$ cat config.mk
export PLATFORM = sky130hd
export DESIGN_NAME = max7219_display_ctrl
export DESIGN_NICKNAME = d
export VERILOG_FILES = /design/src/rtl/max7219_display_ctrl.sv
export SDC_FILE = /design/constraint.sdc
export NUM_CORES = 1
export LEC_CHECK = 0
export CAP_MARGIN = 20
export CORE_UTILIZATION = 35
export CTS_BUF_LIST = sky130_fd_sc_hd__clkbuf_16
export DETAILED_ROUTE_END_ITERATION = 8
export DONT_BUFFER_PORTS = 1
export HOLD_SLACK_MARGIN = 0.06
export SYNTH_ARGS = -nofsm -noshare
export SYNTH_HDL_FRONTEND = slang
export SYNTH_SLANG_ARGS = --single-unit
$ cat constraint.sdc
create_clock -name i_clk -period 2.6 [get_ports i_clk]
set_input_delay 0.65 -clock i_clk [delete_from_list [all_inputs] [get_ports i_clk]]
set_output_delay 0.65 -clock i_clk [all_outputs]
set_load 0.1 [all_outputs]
$ cat src/rtl/max7219_display_ctrl.sv
// -----------------------------------------------------------------------------
// max7219_display_ctrl
//
// Display back-end of the desk clock. Sends the MAX7219 init sequence once
// after reset, then refreshes the eight digit registers continuously with the
// current time encoded as raw 7-segment patterns.
//
// Ports:
//   i_clk          system clock
//   i_reset_n      asynchronous active-low reset
//   i_en           enable; sampled only at word boundaries (GAP end, STALL)
//   i_hours        BCD hours   [7:4] tens, [3:0] units
//   i_minutes      BCD minutes
//   i_seconds      BCD seconds
//   o_serial_dout  serial data, MSB first, 0 outside SHIFT
//   o_serial_load  load/CS, high CLK_DIV cycles after the 16th bit
//   o_serial_clk   serial clock, CLK_DIV cycles low then CLK_DIV high per bit
//   o_init_done    high from the GAP of the last init word until reset
//   o_frame_stb    one-cycle pulse in the GAP of digit word 0x08
//
// Word cadence: 16 bits * 2*CLK_DIV + LOAD (CLK_DIV) + GAP (1) cycles.
// A frame adds one SNAP cycle in front of its first word.
// -----------------------------------------------------------------------------
module max7219_display_ctrl #(
   parameter int unsigned CLK_DIV    = 2,
   parameter logic [3:0]  INTENSITY  = 4'hA,
   parameter logic [2:0]  SCAN_LIMIT = 3'h7
) (
   input  logic       i_clk,
   input  logic       i_reset_n,
   input  logic       i_en,
   input  logic [7:0] i_hours,
   input  logic [7:0] i_minutes,
   input  logic [7:0] i_seconds,
   output logic       o_serial_dout,
   output logic       o_serial_load,
   output logic       o_serial_clk,
   output logic       o_init_done,
   output logic       o_frame_stb
);

   localparam int unsigned    DIV_W    = (CLK_DIV > 1) ? $clog2(CLK_DIV) : 1;
   localparam logic [DIV_W-1:0] DIV_LAST = DIV_W'(CLK_DIV - 1);
   localparam logic [2:0]     INIT_LAST = 3'd4;
   localparam logic [2:0]     DIG_LAST  = 3'd7;

   typedef enum logic [2:0] {
      ST_INIT,
      ST_SNAP,
      ST_SHIFT,
      ST_LOAD,
      ST_GAP,
      ST_STALL
   } state_e;

   state_e           state_q,     state_d;
   logic [15:0]      word_q,      word_d;
   logic [3:0]       bit_cnt_q,   bit_cnt_d;
   logic [DIV_W-1:0] div_cnt_q,   div_cnt_d;
   logic             sclk_q,      sclk_d;
   logic [2:0]       idx_q,       idx_d;
   logic [2:0]       dig_q,       dig_d;
   logic             init_done_q, init_done_d;
   logic [7:0]       hours_q,     hours_d;
   logic [7:0]       minutes_q,   minutes_d;
   logic [7:0]       seconds_q,   seconds_d;

   // Raw segment pattern, bit7 = DP (unused), bits 6:0 = A..G.
   function automatic logic [7:0] seg7(input logic [3:0] nib);
      logic [7:0] pat;
      case (nib)
         4'd0:    pat = 8'h7E;
         4'd1:    pat = 8'h30;
         4'd2:    pat = 8'h6D;
         4'd3:    pat = 8'h79;
         4'd4:    pat = 8'h33;
         4'd5:    pat = 8'h5B;
         4'd6:    pat = 8'h5F;
         4'd7:    pat = 8'h70;
         4'd8:    pat = 8'h7F;
         4'd9:    pat = 8'h7B;
         default: pat = 8'h00;   // non-BCD nibble shows blank
      endcase
      return pat;
   endfunction

   function automatic logic [15:0] init_word(input logic [2:0] idx);
      logic [15:0] w;
      case (idx)
         3'd0:    w = 16'h0F00;
         3'd1:    w = 16'h0900;
         3'd2:    w = {8'h0A, 4'h0, INTENSITY};
         3'd3:    w = {8'h0B, 5'h00, SCAN_LIMIT};
         default: w = 16'h0C01;
      endcase
      return w;
   endfunction

   // Digit register dig+1 carries digit number dig; digits 6 and 7 are blank.
   function automatic logic [15:0] frame_word(input logic [2:0] dig,
                                              input logic [7:0] h,
                                              input logic [7:0] m,
                                              input logic [7:0] s);
      logic [3:0] nib;
      logic [7:0] data;
      case (dig)
         3'd0:    nib = h[7:4];
         3'd1:    nib = h[3:0];
         3'd2:    nib = m[7:4];
         3'd3:    nib = m[3:0];
         3'd4:    nib = s[7:4];
         3'd5:    nib = s[3:0];
         default: nib = 4'h0;
      endcase
      data = (dig >= 3'd6) ? 8'h00 : seg7(nib);
      return {4'h0, {1'b0, dig} + 4'd1, data};
   endfunction

   always_ff @(posedge i_clk or negedge i_reset_n) begin
      if (!i_reset_n) begin
         state_q     <= ST_INIT;
         word_q      <= '0;
         bit_cnt_q   <= '0;
         div_cnt_q   <= '0;
         sclk_q      <= 1'b0;
         idx_q       <= '0;
         dig_q       <= '0;
         init_done_q <= 1'b0;
         hours_q     <= '0;
         minutes_q   <= '0;
         seconds_q   <= '0;
      end else begin
         state_q     <= state_d;
         word_q      <= word_d;
         bit_cnt_q   <= bit_cnt_d;
         div_cnt_q   <= div_cnt_d;
         sclk_q      <= sclk_d;
         idx_q       <= idx_d;
         dig_q       <= dig_d;
         init_done_q <= init_done_d;
         hours_q     <= hours_d;
         minutes_q   <= minutes_d;
         seconds_q   <= seconds_d;
      end
   end

   always_comb begin
      state_d     = state_q;
      word_d      = word_q;
      bit_cnt_d   = bit_cnt_q;
      div_cnt_d   = div_cnt_q;
      sclk_d      = sclk_q;
      idx_d       = idx_q;
      dig_d       = dig_q;
      init_done_d = init_done_q;
      hours_d     = hours_q;
      minutes_d   = minutes_q;
      seconds_d   = seconds_q;

      case (state_q)
         ST_INIT: begin
            if (i_en) begin
               word_d    = init_word(idx_q);
               bit_cnt_d = '0;
               div_cnt_d = '0;
               sclk_d    = 1'b0;
               state_d   = ST_SHIFT;
            end else begin
               state_d = ST_STALL;
            end
         end

         ST_SNAP: begin
            // The first word is built from the live inputs in the same cycle
            // they are captured, so it matches the snapshot used for the rest.
            hours_d   = i_hours;
            minutes_d = i_minutes;
            seconds_d = i_seconds;
            dig_d     = '0;
            word_d    = frame_word(3'd0, i_hours, i_minutes, i_seconds);
            bit_cnt_d = '0;
            div_cnt_d = '0;
            sclk_d    = 1'b0;
            state_d   = ST_SHIFT;
         end

         ST_SHIFT: begin
            if (div_cnt_q == DIV_LAST) begin
               div_cnt_d = '0;
               if (!sclk_q) begin
                  sclk_d = 1'b1;
               end else begin
                  // Falling serial clock: present the next bit while low.
                  sclk_d    = 1'b0;
                  word_d    = {word_q[14:0], 1'b0};
                  bit_cnt_d = bit_cnt_q + 4'd1;
                  if (bit_cnt_q == 4'd15) begin
                     state_d = ST_LOAD;
                  end
               end
            end else begin
               div_cnt_d = div_cnt_q + DIV_W'(1);
            end
         end

         ST_LOAD: begin
            if (div_cnt_q == DIV_LAST) begin
               div_cnt_d = '0;
               state_d   = ST_GAP;
            end else begin
               div_cnt_d = div_cnt_q + DIV_W'(1);
            end
         end

         ST_GAP: begin
            bit_cnt_d = '0;
            div_cnt_d = '0;
            sclk_d    = 1'b0;
            if (!init_done_q) begin
               if (idx_q == INIT_LAST) begin
                  init_done_d = 1'b1;
                  state_d     = i_en ? ST_SNAP : ST_STALL;
               end else begin
                  idx_d = idx_q + 3'd1;
                  if (i_en) begin
                     word_d  = init_word(idx_q + 3'd1);
                     state_d = ST_SHIFT;
                  end else begin
                     state_d = ST_STALL;
                  end
               end
            end else if (dig_q == DIG_LAST) begin
               state_d = i_en ? ST_SNAP : ST_STALL;
            end else begin
               dig_d = dig_q + 3'd1;
               if (i_en) begin
                  word_d  = frame_word(dig_q + 3'd1, hours_q, minutes_q, seconds_q);
                  state_d = ST_SHIFT;
               end else begin
                  state_d = ST_STALL;
               end
            end
         end

         ST_STALL: begin
            // An interrupted init list resumes where it left off; an
            // interrupted frame is dropped and a fresh one starts at SNAP.
            if (i_en) begin
               if (!init_done_q) begin
                  word_d    = init_word(idx_q);
                  bit_cnt_d = '0;
                  div_cnt_d = '0;
                  sclk_d    = 1'b0;
                  state_d   = ST_SHIFT;
               end else begin
                  state_d = ST_SNAP;
               end
            end
         end

         default: state_d = ST_INIT;
      endcase
   end

   // Outputs decode registered state only, so reset clears them at once.
   assign o_serial_dout = (state_q == ST_SHIFT) & word_q[15];
   assign o_serial_clk  = (state_q == ST_SHIFT) & sclk_q;
   assign o_serial_load = (state_q == ST_LOAD);
   assign o_init_done   = init_done_q | ((state_q == ST_GAP) && (idx_q == INIT_LAST));
   assign o_frame_stb   = (state_q == ST_GAP) && init_done_q && (dig_q == DIG_LAST);

endmodule

==> flow_summary.json, run 1 <==
{
  "period_share_pct": 96.3,
  "fin_worst_skew_ns": 0.0136,
  "rr_worst_depth": 10,
  "use_met1_pct": 22.7,
  "p_int_mw": 1.31,
  "synth_seq_area_share_pct": 38.7,
  "r2r-start": "dig_q[0]",
  "setup_ws_ns": 0.0966,
  "fin_area_sq_um": 4200,
  "initial_core_util_pct": 36.6,
  "grt_max_degree": 57,
  "ff_latch_area_sq_um": 1400,
  "status": "finished clean",
  "grt-busiest-layer": "met2",
  "setup-violations-final": 0,
  "track_usage_pct": 16.5,
  "drive_above_1_share_pct": 15.8,
  "numCtsBuffers": 5,
  "ys_warn_count": 0,
  "synthArstFlopShare_pct": 100,
  "synth_fp_nets": 484,
  "r2r_end": "word_q[5]",
  "firstDrtPassIters": 6,
  "htreeDepth": 2,
  "max_stage_delay_ns": 0.42,
  "hpwlAfterDp_mm": 6.57,
  "die_h_um": 104,
  "clkTransAtPathRegs_ns": 0.08,
  "fin_crit_ns": 2.50,
  "std_cell_rows": 36,
  "fillers": 1005,
  "clk_path_buf_depth": 2,
  "holdWs_ns": 0.200,
  "synth-main-ff-cell": "dfrtp_1",
  "sequentialPowerShare_pct": 52.9,
  "r2r_slack_ns": 0.1,
  "worstPathRequired_ns": 2.77,
  "fmax_mhz": 399,
  "placed_cell_area_sq_um": 3910,
  "finalSetupTns_ns": 0,
  "relSlewSlack_pct": 50.1,
  "met3_usage_pct": 2.89,
  "drc_errors": 0,
  "area_growth_syn_to_layout_pct": 15.9,
  "synth-edff-count": 0,
  "grt_pass1_vias": 2905,
  "leakagePower_nw": 1.91,
  "start_kind": "register",
  "max_cap_viol_count": 0,
  "yosysUniqueCellTypes": 62,
  "drt_iter0_markers": 185,
  "total_power_mw": 1.72,
  "critPathSlowestCell": "dfrtp_1",
  "place_ws_ns": 0.00130,
  "clock_latency_ns": 0.30,
  "hold_violations": 0,
  "grt_use_met2_pct": 26.7,
  "crit_type": "register to register",
  "cp_cell_sequence": "buf_4, ha_1, a22oi_1, a22oi_2, a21o_1, buf_4, ha_1, a31oi_1, o21ai_0, mux2_2",
  "worst_pin_slew_ns": 0.749,
  "cp-end-kind": "register",
  "multi_input_area_sq_um": 2090,
  "antenna_left": 0,
  "cts_sinks": 56,
  "avgRoutedWirePerCell_um": 15.4,
  "coreArea_sq_um": 9910,
  "arrival_ns": 2.68,
  "switching_power_mw": 0.417,
  "grt-ovfl-total": 0,
  "p_clk_share_pct": 39.6,
  "dieArea_sq_um": 10800,
  "power_frac_comb_pct": 7.5,
  "ios": 32,
  "synth.ff_latch_count": 56,
  "cts_tree": "yes",
  "cts_root_buf": "clkbuf_16",
  "peakVddDrop_mv": 0.297,
  "antenna_cells": 0,
  "via_per_inst": 5.32,
  "io_buffers": 0,
  "avgSynthCellArea_sq_um": 8.41,
  "place_congestion": 0.847,
  "die_x_um": 104,
  "maxSlewViolCount": 0,
  "antenna_found_initial": 0,
  "synth_area_sq_um": 3620,
  "syn_inst": 431,
  "vias": 3089,
  "powerDensity_nw_per_um2": 410,
  "wl_mm": 8.95,
  "p_sw_share_pct": 24.2,
  "grt_pass1_wl_mm": 14.6,
  "cp_max_fo": 7,
  "layout.nets": 500,
  "hp-class": "primary input to async pin"
}
## final cells by class
| cell class | instances | share of cell area, % |
|---|---|---|
| clock inverter | 3 | 0.507 |
| sequential | 56 | 33.4 |
| multi-input combinational | 329 | 49.8 |
| timing repair buffer | 30 | 7.03 |
| tap | 133 | 3.96 |
| clock buffer | 5 | 2.98 |
| inverter | 25 | 2.29 |
## sequential cells by signal, indices dropped and copies added (netlist names)
name,count
sclk_q,1
minutes_q,8
bit_cnt_q,4
idx_q,3
div_cnt_q,1
state_q,3
word_q,16
dig_q,3
hours_q,8
seconds_q,8
init_done_q,1
## layer usage
metal  part of all wire, %  up-vias  wire length [um]
li1                      -     1534                 -
met1                    48     1471              4260
met2                    46       67              4110
met3                   4.3       17               387
met4                   2.3        0               202
met5                     0        -                 0
## what timing repair did
item | in CTS | in global routing
resized for setup | 3 | 13
endpoints found under the hold margin | 56 | 0
setup endpoints to repair | 3 | 3
gates cloned | 0 | 0
hold buffers | 1 | 0
pin swaps | 1 | 9
setup buffers | 2 | 5
## layout by cell type, fill, tap and decap left out, drive strengths merged, types with 2 or more instances in the layout
cell type,instances
nand2,103
dfrtp,56
o21ai,46
buf,30
a21oi,27
inv,26
ha,26
nor2,21
o22ai,7
nor3,7
a22oi,7
nand3,6
mux2i,6
nand2b,5
clkbuf,5
o31ai,5
a21o,4
nor2b,4
a221oi,4
a221o,4
a222oi,3
a31oi,3
mux2,3
o21a,2
and2,2
or3b,2
a211oi,2
nand4,2
xnor2,2
a311oi,2
or3,2
and2b,2
a21boi,2
## cell families after synthesis
family          Yosys count  synth area share (%)
xor+xnor                  3                 0.725
fa+ha+maj                26                  8.98
mux                       9                  2.59
flops                    56                  38.7
compound gates          129                  22.9
simple gates            162                  20.0
buf+inv                  46                  6.15
## worst max-delay path, delay by kind of cell (launching register included)
family	cells	cell delay, ns
compound gates	5	0.80
fa+ha+maj	2	0.62
flops	1	0.42
buf+inv	2	0.30
mux	1	0.26
## cells in the mapped netlist, types with 3 or more instances
cell type / count / area (sq um)
nand2_1: 103 / 387
dfrtp_1: 56 / 1400
o21ai_0: 42 / 210
a21oi_1: 26 / 130
ha_1: 26 / 325
inv_1: 25 / 93.8
nor2_1: 20 / 75.1
clkbuf_1: 11 / 41.3
a22oi_1: 7 / 52.6
o22ai_1: 7 / 43.8
mux2i_1: 6 / 60.1
nand3_1: 6 / 30.0
nor3_1: 6 / 30.0
nand2b_1: 5 / 31.3
a21o_1: 4 / 30.0
a221oi_1: 4 / 35.0
nor2b_1: 4 / 25.0
o21ai_1: 4 / 20.0
o31ai_1: 4 / 30.0
a221o_1: 3 / 30.0
a222oi_1: 3 / 30.0
a31oi_1: 3 / 18.8
buf_2: 3 / 15.0
buf_4: 3 / 22.5
mux2_2: 3 / 33.8
## per-stage QoR
step	std cells	util, %
after global routing	581	42.4
after global placement	565	39.5
after floorplan	431	-
after CTS	576	41.4
after detailed placement	565	39.5
final	581	42.4
## worst max-delay path by stage
stage,slack (ns),start,cells past startpoint,to
2_1_floorplan,-0.02,state_q[0],4,o_init_done
3_3_place_gp,0.09,dig_q[0],12,word_q[6]
3_5_place_dp,0.001,dig_q[0],11,word_q[6]
4_1_cts,0.007,dig_q[1],11,word_q[6]
5_1_grt,-0.03,dig_q[0],11,word_q[3]
6_report,0.1,dig_q[0],10,word_q[5]
## power by group through the flow
| stage | Clock, mW | Sequential [mW] | Combinational [mW] |
|---|---|---|---|
| after floorplan | 0 | 0.922 | 0.0806 |
| after global placement | 0 | 0.928 | 0.101 |
| after detailed placement | 0 | 0.928 | 0.104 |
| after CTS | 0.706 | 0.911 | 0.127 |
| after global routing | 0.738 | 0.914 | 0.146 |
| final | 0.682 | 0.911 | 0.130 |
Power figures use the tool's default switching activity.
==> run 2, diff against run 1 <==
- REMOVE_ABC_BUFFERS: unset -> 1
==> run 2 against run 1 <==
Routed wire length decreased by 0.30%; cell area increased by 0.92%; critical path depth decreased by 1; non-clock buffer count unchanged; count of clock-buffer cells in the layout unchanged; flip-flop and latch count unchanged; utilization increased by 0.39 points; maximum frequency decreased by 0.62%; worst hold slack improved by 0.0094 ns.
==> flow_summary.json, run 2 (synthesis gave the netlist of run 1 again) <==
{
  "die_x_um": 104,
  "antenna_left": 0,
  "clkTransAtPathRegs_ns": 0.07,
  "top_register": "word_q",
  "wl_mm": 8.93,
  "vias": 3131,
  "finalNonFillerCells": 581,
  "drt_iter0_markers": 170,
  "place_congestion": 0.809,
  "cts_tree": "yes",
  "cp_max_fo": 5,
  "max_cap_viol_count": 0,
  "initial_core_util_pct": 36.6,
  "via_per_inst": 5.39,
  "powerDensity_nw_per_um2": 449,
  "final_common_cell": "nand2_1",
  "fin_worst_skew_ns": 0.00259,
  "numCtsBuffers": 5,
  "r2r-start": "dig_q[1]",
  "cp-end-kind": "register",
  "htreeDepth": 2,
  "peakVddDrop_mv": 0.246,
  "dieArea_sq_um": 10800,
  "clk_path_buf_depth": 2,
  "ios": 32,
  "placed_cells": 568,
  "rr_worst_depth": 9,
  "start_kind": "register",
  "relSlewSlack_pct": 64.4,
  "rsz0062_at_grt": "yes",
  "startpoint": "dig_q[1]",
  "grt_pass1_wl_mm": 14.9,
  "fin_util_pct": 42.8,
  "layout.nets": 501,
  "total_power_mw": 1.90,
  "leakagePower_nw": 1.93,
  "track_usage_pct": 16.8,
  "grt-ovfl-total": 0,
  "r2r_end": "word_q[3]",
  "mostFrequentLayoutCells": "103 x nand2_1, 56 x dfrtp_1, 38 x o21ai_0",
  "cts_root_buf": "clkbuf_16",
  "setup-violations-final": 0,
  "arrival_ns": 2.68,
  "avgRoutedWirePerCell_um": 15.4,
  "hold_violations": 0,
  "finalSetupTns_ns": 0,
  "status": "finished clean",
  "antenna_found_initial": 0,
  "area_growth_syn_to_layout_pct": 17.0,
  "clock_latency_ns": 0.29,
  "place_ws_ns": -0.0938,
  "crit_type": "register to register",
  "critPathCapture": "word_q[3]",
  "setup_ws_ns": 0.0809,
  "critPathSlowestCell": "a221o_2",
  "cts_sinks": 56,
  "cp_cell_sequence": "ha_2, ha_4, buf_6, mux2_4, a221o_2, nor2_8, nor4_2, a311oi_2, o21ai_1",
  "period_share_pct": 96.9,
  "die_h_um": 104,
  "fin_crit_ns": 2.52,
  "std_cell_rows": 36,
  "drc_errors": 0,
  "hpwlAfterDp_mm": 6.37,
  "worst_pin_slew_ns": 0.534,
  "fillers": 991,
  "antenna_cells": 0,
  "firstDrtPassIters": 4,
  "drive_above_1_share_pct": 15.2,
  "hp-class": "primary input to async pin",
  "grt_max_degree": 57,
  "io_buffers": 0,
  "worstPathRequired_ns": 2.76,
  "maxSlewViolCount": 0,
  "r2r_slack_ns": 0.08,
  "max_stage_delay_ns": 0.46,
  "fmax_mhz": 397,
  "coreArea_sq_um": 9910,
  "grt_pass1_vias": 3050,
  "largest_register_ffs": 16
}
## run 2: what timing repair did
item                                   CTS  global route
hold buffers                             1             0
pin swaps                                1             9
endpoints found under the hold margin   56             0
setup buffers                            2             1
resized for setup                        1            20
cloned                                   0             2
setup endpoints to repair                2             6
## run 2: metrics by stage
stage	cell area [sq um]	hold slack (ns)
after floorplan	3490	0.354
after global placement	3900	0.356
after detailed placement	3900	0.356
after CTS	4130	0.228
after global routing	4240	0.232
final	4240	0.210
## run 2: worst min-delay path by stage
stage | start | end | slack, ns | depth (start not counted)
floorplan | i_reset_n | bit_cnt_q[0] | 0.35 | 0
global placement | i_reset_n | word_q[14] | 0.36 | 0
detailed placement | i_reset_n | word_q[14] | 0.36 | 0
CTS | i_reset_n | minutes_q[1] | 0.23 | 1
global route | i_reset_n | state_q[2] | 0.23 | 1
finish | i_reset_n | state_q[2] | 0.21 | 1
## run 2: power by group
part           total [mW]  leakage (nW)  switching [mW]  internal (mW)
clock network       0.855        0.0899           0.308          0.547
logic               0.137          1.13          0.0814         0.0556
registers           0.910         0.706          0.0146          0.895
total                1.90          1.93           0.404           1.50
## run 2: critical path, delay by kind of cell, from the launching register on
family	cells	cell delay [ns]
compound gates	3	0.81
fa+ha+maj	2	0.50
buf+inv	1	0.12
flops	1	0.42
mux	1	0.31
simple gates	2	0.22
## run 2: area by class of cell
type | instances | area, sq um | area share, %
Clock buffer | 5 | 125 | 2.95
Clock inverter | 2 | 60.1 | 1.42
Inverter | 25 | 93.8 | 2.21
Multi-Input combinational cell | 330 | 2110 | 49.7
Sequential cell | 56 | 1400 | 33.1
Tap cell | 133 | 166 | 3.93
Timing Repair Buffer | 30 | 284 | 6.70
## run 2: routing by layer
layer	part of all wire (%)	wire length, um	track usage (%)
met1	47	4190	23.0
met2	47	4160	27.5
met3	5.4	478	2.77
met4	1.2	104	4.69
met5	0	0	0
==> run 3, diff against run 2 <==
- CORE_UTILIZATION: 35 -> 58
- PLACE_DENSITY: unset -> 0.76
==> run 3 against run 2 <==
Sequential power barely moved; worst setup slack worse by 0.091 ns; flip-flop and latch count is the same; critical path depth unchanged; highest routed layer unchanged; utilization is 27 points higher; worst hold slack worse by 0.018 ns; sequential share of layout area is 0.62 points higher; clock skew about the same; the flow now finishes with violations (setup timing).
==> flow_summary.json, run 3 (synthesis gave the netlist of run 1 again) <==
{
  "drive_above_1_share_pct": 15.9,
  "cts_tree": "yes",
  "hpwlAfterDp_mm": 6.04,
  "worstPathRequired_ns": 2.75,
  "rsz0062_at_grt": "yes",
  "cts_sinks": 56,
  "fin_worst_skew_ns": 0.00275,
  "cp-end-kind": "register",
  "total_power_mw": 1.72,
  "relSlewSlack_pct": 42.8,
  "clk_path_buf_depth": 2,
  "avgRoutedWirePerCell_um": 16.1,
  "cts_root_buf": "clkbuf_16",
  "io_buffers": 0,
  "cp_cell_sequence": "ha_2, ha_4, buf_6, mux2_4, a221o_2, nor2_8, nor4_4, a311oi_1, o21ai_1",
  "crit_type": "register to register",
  "leakagePower_nw": 1.94,
  "drt_iter0_markers": 400,
  "maxSlewViolCount": 0,
  "coreArea_sq_um": 5990,
  "initial_core_util_pct": 60.5,
  "violations": "setup timing",
  "start_kind": "register",
  "layout.nets": 506,
  "area_growth_syn_to_layout_pct": 15.1,
  "setup-violations-final": 1,
  "arrival_ns": 2.76,
  "fmax_mhz": 383,
  "die_x_um": 81.0,
  "hp-class": "primary input to async pin",
  "final_common_cell": "nand2_1",
  "antenna_left": 0,
  "numCtsBuffers": 5,
  "track_usage_pct": 27.7,
  "firstDrtPassIters": 5,
  "max_stage_delay_ns": 0.44,
  "critPathSlowestCell": "a221o_2",
  "place_congestion": 0.950,
  "hold_violations": 0,
  "die_h_um": 81.0,
  "antenna_found_initial": 0,
  "top_register": "word_q",
  "drc_errors": 0,
  "clkTransAtPathRegs_ns": 0.07,
  "holdWs_ns": 0.192,
  "antenna_cells": 0,
  "ios": 32,
  "max_cap_viol_count": 0,
  "std_cell_rows": 28,
  "cp_max_fo": 7,
  "setup_ws_ns": -0.0103,
  "fin_crit_ns": 2.61,
  "powerDensity_nw_per_um2": 411,
  "status": "finished with violations",
  "largest_register_ffs": 16,
  "dieArea_sq_um": 6570,
  "grt_pass1_wl_mm": 13.8,
  "htreeDepth": 2,
  "grt-ovfl-total": 0,
  "via_per_inst": 5.98,
  "clock_latency_ns": 0.29,
  "fillers": 471,
  "worst_pin_slew_ns": 0.857,
  "period_share_pct": 100,
  "peakVddDrop_mv": 0.348,
  "mostFrequentLayoutCells": "103 x nand2_1, 53 x dfrtp_1, 40 x o21ai_0",
  "vias": 3165,
  "wl_mm": 8.49,
  "grt_max_degree": 57,
  "grt_pass1_vias": 2938
}
[run 3: cell type report]
class,count,area (sq um),area share (%)
multi-input combinational,329,2090,50.1
sequential,56,1410,33.7
timing repair buffer,36,348,8.34
clock buffer,5,125,3.00
inverter,25,93.8,2.25
tap,75,93.8,2.25
clock inverter,3,17.5,0.420
[run 3: worst max-delay path: cells and delay by family (launching register included)]
family,cells,cell delay (ns)
buffers and inverters,1,0.12
and+or+nand+nor,2,0.24
adders and majority gates,2,0.48
DFF,1,0.42
AOI/OAI and AO/OA,3,0.88
muxes,1,0.31
[run 3: through the flow]
stage | instance area [sq um] | setup WS, ns | std cells | utilization (%) | setup TNS [ns]
2_1_floorplan | 3490 | -1.39 | 410 | - | -3.19
6_report | 4170 | -0.0103 | 529 | 69.6 | -0.0103
3_5_place_dp | 3850 | -0.0195 | 512 | 64.3 | -0.0195
4_1_cts | 4040 | 0.0196 | 523 | 67.5 | 0
3_3_place_gp | 3850 | 0.0597 | 512 | 64.3 | 0
5_1_grt | 4170 | -0.0779 | 529 | 69.6 | -0.165
[run 3: worst paths after layout]
kind / startpoint / end / slack [ns] / cells after the start
setup / recovery: dig_q[0] / word_q[3] / -0.01 / 9
hold / removal: i_reset_n / word_q[14] / 0.19 / 1
setup reg to reg: dig_q[0] / word_q[3] / -0.01 / 9
hold reg to reg: hours_q[0] / hours_q[0] / 0.48 / 2
max in group asynchronous: i_reset_n / seconds_q[6] / 2.13 / 1
min in group i_clk: i_seconds[0] / seconds_q[0] / 0.46 / 2
[run 3: repair_timing]
item                                    CTS  global route
resized for setup                         1            22
endpoints found under the setup margin    1            10
hold buffers                              1             0
buffers inserted                          2             6
pin swaps                                 0             9
gates cloned                              0             0
hold endpoints to repair                 56             0
[run 3: routing by layer]
metal  track usage [%]  wire, um
met3              3.03       386
met1              39.0      3910
met2              43.4      3970
met4              11.1       231
met5                 0         0
[run 3: power by group]
part           internal (mW)  switching, mW
clock network          0.356          0.312
registers              0.895         0.0146
logic                 0.0580         0.0810
total                   1.31          0.407
